`src/rtl/nzcv_register_pkg.sv`:
```
// Shared encodings for the flag unit and the branch-condition unit.
//   flagOp_e : ALU flag-update operation presented alongside the result.
//   cond_e   : A64-style branch condition codes evaluated against NZCV.
//   nzcv_t   : packed {n, z, c, v} flag group.
//   condPass : evaluates a condition code against a flag group.
package nzcv_register_pkg;

  typedef enum logic [1:0] {
    FLAG_OP_ADD   = 2'b00,
    FLAG_OP_SUB   = 2'b01,
    FLAG_OP_LOGIC = 2'b10,
    FLAG_OP_NONE  = 2'b11
  } flagOp_e;

  typedef enum logic [3:0] {
    COND_EQ = 4'h0, COND_NE = 4'h1, COND_CS = 4'h2, COND_CC = 4'h3,
    COND_MI = 4'h4, COND_PL = 4'h5, COND_VS = 4'h6, COND_VC = 4'h7,
    COND_HI = 4'h8, COND_LS = 4'h9, COND_GE = 4'hA, COND_LT = 4'hB,
    COND_GT = 4'hC, COND_LE = 4'hD, COND_AL = 4'hE, COND_NV = 4'hF
  } cond_e;

  typedef struct packed {
    logic n;
    logic z;
    logic c;
    logic v;
  } nzcv_t;

  function automatic logic condPass(input cond_e cond, input nzcv_t f);
    logic base;
    case (cond[3:1])
      3'd0:    base = f.z;
      3'd1:    base = f.c;
      3'd2:    base = f.n;
      3'd3:    base = f.v;
      3'd4:    base = f.c & ~f.z;
      3'd5:    base = (f.n == f.v);
      3'd6:    base = (f.n == f.v) & ~f.z;
      default: base = 1'b1;
    endcase
    // Odd codes invert, except NV which behaves as AL.
    if (cond[0] && (cond != COND_NV)) condPass = ~base;
    else                              condPass = base;
  endfunction

endpackage

```
`src/rtl/nzcv_calc.sv`:
```
// Combinational NZCV calculation from the ALU operands and result.
//   iFlagOp              : flag operation (flagOp_e encoding)
//   iOperandA/iOperandB  : ALU operands as presented to the ALU
//   iResult              : ALU result
//   oFlagN/Z/C/V         : calculated flags (all zero for FLAG_OP_NONE)
module nzcv_calc
  import nzcv_register_pkg::*;
#(
  parameter int WIDTH = 64
) (
  input  logic [1:0]       iFlagOp,
  input  logic [WIDTH-1:0] iOperandA,
  input  logic [WIDTH-1:0] iOperandB,
  input  logic [WIDTH-1:0] iResult,
  output logic             oFlagN,
  output logic             oFlagZ,
  output logic             oFlagC,
  output logic             oFlagV
);

  logic msbA, msbB, msbR;
  logic addCarry, subCarry;

  assign msbA = iOperandA[WIDTH-1];
  assign msbB = iOperandB[WIDTH-1];
  assign msbR = iResult[WIDTH-1];

  // A+B carries out of WIDTH bits exactly when A > ~B (unsigned);
  // A+~B+1 carries out exactly when A >= B (no borrow).
  assign addCarry = (iOperandA > ~iOperandB);
  assign subCarry = (iOperandA >= iOperandB);

  always_comb begin
    oFlagN = msbR;
    oFlagZ = (iResult == '0);
    oFlagC = 1'b0;
    oFlagV = 1'b0;
    case (flagOp_e'(iFlagOp))
      FLAG_OP_ADD: begin
        oFlagC = addCarry;
        oFlagV = (msbA == msbB) & (msbR != msbA);
      end
      FLAG_OP_SUB: begin
        oFlagC = subCarry;
        oFlagV = (msbA != msbB) & (msbR != msbA);
      end
      FLAG_OP_LOGIC: ;
      default: begin
        oFlagN = 1'b0;
        oFlagZ = 1'b0;
      end
    endcase
  end

endmodule

```
`src/rtl/nzcv_register.sv`:
```
// Live and shadow NZCV flag registers with exception save/restore.
//   iCLK, iRST_n          : clock, asynchronous active-low reset
//   iEnable               : advance enable (0 = stall, everything holds)
//   iSetFlags, iFlagOp    : flag-setting instruction and its operation
//   iOperandA/B, iResult  : ALU operands and result
//   iSave / iRestore      : copy live->shadow / shadow->live
//   oFlagN/Z/C/V          : registered live flags
//   oShadowValid          : shadow holds a saved value
//   oRestoreErr           : one-cycle pulse after a restore with no shadow
module nzcv_register
  import nzcv_register_pkg::*;
#(
  parameter int WIDTH = 64
) (
  input  logic             iCLK,
  input  logic             iRST_n,
  input  logic             iEnable,
  input  logic             iSetFlags,
  input  logic [1:0]       iFlagOp,
  input  logic [WIDTH-1:0] iOperandA,
  input  logic [WIDTH-1:0] iOperandB,
  input  logic [WIDTH-1:0] iResult,
  input  logic             iSave,
  input  logic             iRestore,
  output logic             oFlagN,
  output logic             oFlagZ,
  output logic             oFlagC,
  output logic             oFlagV,
  output logic             oShadowValid,
  output logic             oRestoreErr
);

  nzcv_t calcFlags, liveFlags, shadowFlags, liveNext, shadowNext;
  logic  shadowValid, validNext, restoreErr, errNext;
  logic  doRestore, doUpdate;

  nzcv_calc #(.WIDTH(WIDTH)) uCalc (
    .iFlagOp   (iFlagOp),
    .iOperandA (iOperandA),
    .iOperandB (iOperandB),
    .iResult   (iResult),
    .oFlagN    (calcFlags.n),
    .oFlagZ    (calcFlags.z),
    .oFlagC    (calcFlags.c),
    .oFlagV    (calcFlags.v)
  );

  assign doRestore = iEnable & iRestore & shadowValid;
  assign doUpdate  = iEnable & iSetFlags & (iFlagOp != FLAG_OP_NONE);

  always_comb begin
    liveNext   = liveFlags;
    shadowNext = shadowFlags;
    validNext  = shadowValid;
    errNext    = 1'b0;
    // Save always sees the pre-update live value, so save+restore swaps.
    if (iEnable && iSave) begin
      shadowNext = liveFlags;
      validNext  = 1'b1;
    end
    if (doRestore) begin
      liveNext = shadowFlags;
      if (!iSave) validNext = 1'b0;
    end else begin
      errNext = iEnable & iRestore;
      if (doUpdate) liveNext = calcFlags;
    end
  end

  always_ff @(posedge iCLK or negedge iRST_n) begin
    if (!iRST_n) begin
      liveFlags   <= '0;
      shadowFlags <= '0;
      shadowValid <= 1'b0;
      restoreErr  <= 1'b0;
    end else begin
      liveFlags   <= liveNext;
      shadowFlags <= shadowNext;
      shadowValid <= validNext;
      restoreErr  <= errNext;
    end
  end

  assign oFlagN       = liveFlags.n;
  assign oFlagZ       = liveFlags.z;
  assign oFlagC       = liveFlags.c;
  assign oFlagV       = liveFlags.v;
  assign oShadowValid = shadowValid;
  assign oRestoreErr  = restoreErr;

endmodule
```
`config.mk`:
```
export PLATFORM = sky130hd
export DESIGN_NAME = nzcv_register
export DESIGN_NICKNAME = d
export VERILOG_FILES = /design/src/rtl/nzcv_register_pkg.sv /design/src/rtl/nzcv_calc.sv /design/src/rtl/nzcv_register.sv
export SDC_FILE = /design/constraint.sdc
export NUM_CORES = 1
export LEC_CHECK = 0
export CELL_PAD_IN_SITES_DETAIL_PLACEMENT = 1
export CELL_PAD_IN_SITES_GLOBAL_PLACEMENT = 2
export CORE_AREA = 2 2 138 140
export CTS_CLUSTER_SIZE = 20
export DETAILED_ROUTE_END_ITERATION = 8
export DIE_AREA = 0 0 140 142
export PLACE_DENSITY_LB_ADDON = 0.2
export SLEW_MARGIN = 20
export SYNTH_ARGS = -nofsm -noshare
export SYNTH_HDL_FRONTEND = slang
export SYNTH_SLANG_ARGS = --single-unit
```
`constraint.sdc`:
```
create_clock -name iCLK -period 1.7 [get_ports iCLK]
set_input_delay 0.255 -clock iCLK [delete_from_list [all_inputs] [get_ports iCLK]]
set_output_delay 0.255 -clock iCLK [all_outputs]
set_load 0.1 [all_outputs]
```
Word-level counts from Yosys, hierarchy flattened
Cells that the tools add are included.

storage, ports and cells
  bits of input ports = 200
  register bits = 10
  output and inout bits = 6
  logic and storage cells = 40

operators by class
  reductions and logical operators = 5
  mux-type cells = 10
  magnitude comparators = 2
  bitwise operators = 7
  equal/unequal tests = 6

operator list
  operator              number
  $ge A64 B64 Y1        1
  $gt A64 B64 Y1        1
  $logic_not A64 Y1     1
  $not A64 Y64          1
  $mux W4               2
  $and A1 B1 Y1         6
  $mux W1               6
  $pmux W1 S2           2
  $reduce_or A3 Y1      1
  $eq A2 B1 Y1 const B  1
  $eq A2 B2 Y1 const B  1
  $logic_not A2 Y1      1
  $ne A1 B1 Y1          2
  $ne A2 B2 Y1 const B  1
  $reduce_bool A2 Y1    1
  $eq A1 B1 Y1          1
  $logic_and A1 B1 Y1   1

Longest topological paths before layout
  depth after elaboration = 5
  gate-level depth with buffers = 9
  depth with buffers taken out = 9

Cells and area by module
A second synthesis with hierarchy kept.

unflattened totals
  cells, all modules = 475
  area total of the unflattened synthesis = 3733.6 sq um

modules (own cells, without submodules)
  module         seq. area each (sq um)  times used  cells an instance  area each (sq um)
  nzcv_calc      0.0                     1           435                3276.9
  nzcv_register  250.2                   1           40                 456.7

Worst setup path before layout
No wires, ideal clock.

  path type = register to register
  start point = register shadowValid (netlist: oShadowValid)
  end point = register liveFlags, in the netlist oFlagC
  data arrival time = 1.855 ns
  path slack = -0.293 ns
  cell stages (with the launch flop) = 7
  library setup time = 0.138 ns
  data required time = 1.562 ns
  path through = dfrtp_1 nand3_1 and3_1 a221oi_1 o21ai_0 a21oi_1 o211ai_1

on the way
  cells in the longest elaborated chain, start to end = 2
  elaborated cells on any way between the ends = 3
  classes of those cells = mux (1); bitwise (1); reduce/logical (1)

RTL lines
  item                                                  RTL line             source
  start, declared                                       nzcv_register.sv:34  logic shadowValid, validNext, restoreErr, errNext;
  start signal, assigned                                nzcv_register.sv:79  shadowValid <= validNext;
  $and A1 B1 Y1 (*)                                     nzcv_register.sv:48  assign doRestore = iEnable & iRestore & shadowValid;
  $mux W4 / $reduce_bool A2 Y1 (equally long branches)  --
  end signal, assigned                                  nzcv_register.sv:77  liveFlags <= liveNext;
  end, declared                                         nzcv_register.sv:33  nzcv_t calcFlags, liveFlags, shadowFlags, liveNext, shadowNext;

Mark *: on every way between the ends. The rest lies on a longest branch, timed or not.
A chain may end at the register's enable or synchronous reset.

Worst setup path after layout
  start point = input iOperandA[30]
  end point = register liveFlags, in the netlist oFlagC

on the way
  cells in the longest elaborated chain, start to end = 4
  elaborated cells on any way between the ends = 5
  classes of those cells = order compare (2); mux (3)

RTL lines
  item                                                     RTL line                          source
  start, declared                                          nzcv_register.sv:20               input logic [WIDTH-1:0] iOperandA,
  $ge A64 B64 Y1 / $gt A64 B64 Y1 (equally long branches)  nzcv_calc.sv:31, nzcv_calc.sv:30
  $pmux W1 S2 (*)                                          nzcv_calc.sv:38                   case (flagOp_e'(iFlagOp))
  $mux W4 (*)                                              nzcv_register.sv:66               if (doUpdate) liveNext = calcFlags;
  $mux W4 (*)                                              nzcv_register.sv:61               if (doRestore) begin

Mark *: on every way between the ends. The rest lies on a longest branch, timed or not. The select of a mux whose other input is x is not followed.

==> metrics.md <==
| Metric | Value |
|---|---|
| Status | `finished with violations` |
| Failing checks | `DRC, setup timing` |
| Clk sinks | `10` |
| CTS tree | `done` |
| Fillers | `2,124` |
| Top post-synthesis cells by area | `ha_1 44%, inv_1 8.9%, a21oi_1 7.2%` |
| Htree depth | `1` |
| IR drop worst, VDD | `0.000262 V` |
| Die height | `142 um` |
| Fin worst setup slack | `-0.263 ns` |
| Finished Layout Cells | `1,033` |
| Register share of total power | `11.6%` |
| Mapped cell area | `0.00364 mm2` |
| Placed insts | `1,009` |
| Crit Path Class | `input pin to register` |
| Gate Count Post-Synth | `477` |
| FMAX | `509 MHz` |
| CTS clock-pin slew for the worst setup and hold paths | `0.05 ns` |
| Via/cell ratio | `4.51` |
| CTS max path bufs | `2` |
| Nets | `1,122` |
| FP Rows | `50` |
| Port Buffer Count | `205` |
| Largest net degree at the start of global routing | `11` |
| Routed Wire Length | `16,200 um` |
| Post-synthesis sequential area ratio | `6.88%` |
| Initial Utilization | `19.7%` |
| Area growth from synthesis to layout | `118%` |
| Count leader, synth | `ha_1` |
| Core Box Area | `0.0185 mm2` |
| Switching power | `1.19 mW` |
| FF/Latch Area | `251 um2` |
| Crit start category | `input pin` |
| Post-synth net total | `805` |
| Final setup viols | `1` |
| Total of max-cap violations | `0` |
| Setup clock skew after layout | `0.00307 ns` |
| Num CTS Buffers | `3` |
| Max_slew headroom | `66.9%` |
| Tot GR Track Use | `15.7%` |
| Top FF cell, synth | `dfrtp_1` |
| Final HPWL DP | `13,600 um` |
| Share of cells above drive strength 1 | `45.8%` |
| Internal Pwr Total | `1.76 mW` |
| Setup crit end kind | `register` |
| Vias in the first global route | `5,275` |
| Count of cell types in the netlist | `40` |
| Ys async rst share | `100%` |
| Fin util | `42.9%` |
| Endpoints failing hold | `0` |
| Comb pwr share | `72.0%` |
| Vias | `4,659` |
| Worst Hold Class | `input pin to async pin` |
| First-pass GRT wire length | `25,700 um` |
| Biggest area consumer among synthesized cells | `ha_1` |
| Leakage | `3.80 nW` |
| IO Pins | `206` |
| Mean post-synth cell area | `7.62 um2` |
| 1st-pass router iterations | `6` |
| Post-synth EDFFs | `0` |
| Antenna violations before repair | `6` |
| Die area | `0.0199 mm2` |
| Worst-Margin Slew | `0.495 ns` |
| Die width | `140 um` |
| Synthesis Warnings | `0` |
| Pins Over Slew Limit | `0` |
| Sw frac | `40.4%` |
| Skew-Pair Late Insertion Delay | `0.24 ns` |
| DRC Markers | `36` |
| Footprint of the multi-input gates | `0.00423 mm2` |
| GPL Wtd Cong | `0.821` |
| Critical Path RT | `1.81 ns` |
| Top post-synthesis cells by count | `128 x ha_1, 86 x inv_1, 52 x a21oi_1` |
| Drt wl/cell | `15.7 um` |
| Post-synth top area share | `44.0%` |
| Post-DRT Antenna Nets | `0` |
| Arrival time of the worst setup path | `2.08 ns` |
| Power share of the clock group | `16.5%` |
| Final Cycle Share | `115%` |
| Drt first-iter violations | `85` |
| Unrepaired setup endpoints after global routing | `yes` |
| Root buffer cell | `clkbuf_16` |
| PwrDens | `372 mW/mm2` |
| Grt ovf | `0` |
| Final min period | `1.96 ns` |
| Critical path fanouts, max | `3` |
| Seq cells post-synth | `10` |
| Cts hold-fix bufs | `0` |
==> routing by layer <==
| metal | up-vias | GRT usage (%) | share of wire [%] |
|---|---|---|---|
| met3 | 9 | 2.52 | 6.3 |
| met5 | - | 0 | 0 |
| met4 | 0 | 2.66 | 0.88 |
| met1 | 2189 | 17.3 | 39 |
| met2 | 134 | 31.8 | 54 |
| li1 | 2327 | - | - |
==> area by class of cell <==
cell class / count / area share [%]
Timing Repair Buffer: 313 / 34.1
Clock buffer: 4 / 1.12
Inverter: 86 / 4.27
Tap cell: 234 / 3.70
Sequential cell: 10 / 3.18
Antenna cell: 6 / 0.190
Multi-Input combinational cell: 380 / 53.5
==> sequential cells by signal, indices dropped and copies added (netlist names) <==
register	count
shadowFlags	4
oFlagV	1
oRestoreErr	1
oFlagZ	1
oShadowValid	1
oFlagN	1
oFlagC	1
==> placed cells by master, fill, tap and decap left out, drive strengths merged, types with 3 or more instances in the layout <==
master	synthesis	routed
buf	0	151
ha	128	128
inv	86	86
dlygate4sd2	0	81
a21oi	52	52
nor2	32	32
nor4	31	31
dlymetal6s2s	0	28
nand4	20	20
clkdlybuf4s50	0	20
nand2	20	20
clkbuf	1	19
clkdlybuf4s15	0	18
o21ai	18	18
nand3	10	10
dfrtp	10	10
nor3	10	10
nor2b	8	8
a21o	7	7
diode	0	6
o211ai	4	4
mux2	4	4
o31ai	4	4
o21bai	3	3
a221oi	3	3
o41ai	3	3
==> worst paths after layout <==
path                                                  from                         end  slack (ns)  depth (start not counted)
worst max-delay path                         iOperandA[30]          oFlagC$_DFFE_PN0P_       -0.26                          9
worst min-delay path                                iRST_n  shadowFlags[1]$_DFFE_PN0P_        0.35                          1
worst max register to register      oShadowValid$_DFF_PN0_          oFlagC$_DFFE_PN0P_        0.11                          6
worst min register to register  shadowFlags[3]$_DFFE_PN0P_          oFlagN$_DFFE_PN0P_        0.48                          2
max in group asynchronous                           iRST_n      oShadowValid$_DFF_PN0_        0.99                          1
min in group iCLK               shadowFlags[3]$_DFFE_PN0P_          oFlagN$_DFFE_PN0P_        0.48                          2
==> worst max-delay path, cell delays in order <==
cell	delay, ns
buf_2	0.13
ha_4	0.28
inv_2	0.04
a221oi_2	0.31
o21bai_2	0.14
o41ai_4	0.43
o21ai_4	0.10
o31ai_2	0.27
o211ai_1	0.13
==> cell families after synthesis <==
| kind of cell | share of synthesized area [%] |
|---|---|
| fa+ha+maj | 44.0 |
| xor+xnor | 0.482 |
| simple gates | 20.7 |
| buf+inv | 8.98 |
| mux | 1.51 |
| compound gates | 17.4 |
| flops | 6.88 |
==> stage by stage <==
step	worst slack, ns	total power, mW	hold WS [ns]	cell area, um2	TNS [ns]
6_report	-0.263	2.95	0.347	7920	-0.263
5_1_grt	-0.376	3.16	0.400	7910	-0.376
4_1_cts	-0.279	2.93	0.371	7780	-0.279
3_5_place_dp	-1.18	2.20	0.474	6900	-1.79
3_3_place_gp	-1.08	2.15	0.454	6900	-1.67
2_1_floorplan	-0.122	1.10	-0.0406	3800	-0.122
==> power by group through the flow <==
| stage | Sequential (mW) | Clock (mW) | Combinational (mW) |
|---|---|---|---|
| floorplan | 0.506 | 0 | 0.596 |
| global placement | 0.344 | 0 | 1.81 |
| detailed placement | 0.346 | 0 | 1.86 |
| CTS | 0.343 | 0.491 | 2.10 |
| global route | 0.350 | 0.500 | 2.31 |
| finish | 0.341 | 0.485 | 2.12 |
==> repair_timing <==
action,CTS,global route
gates resized for setup,455,92
endpoints found under the setup margin,3,2
pin swaps,100,56
setup buffers,12,3
(Power assumes the default switching activity.)
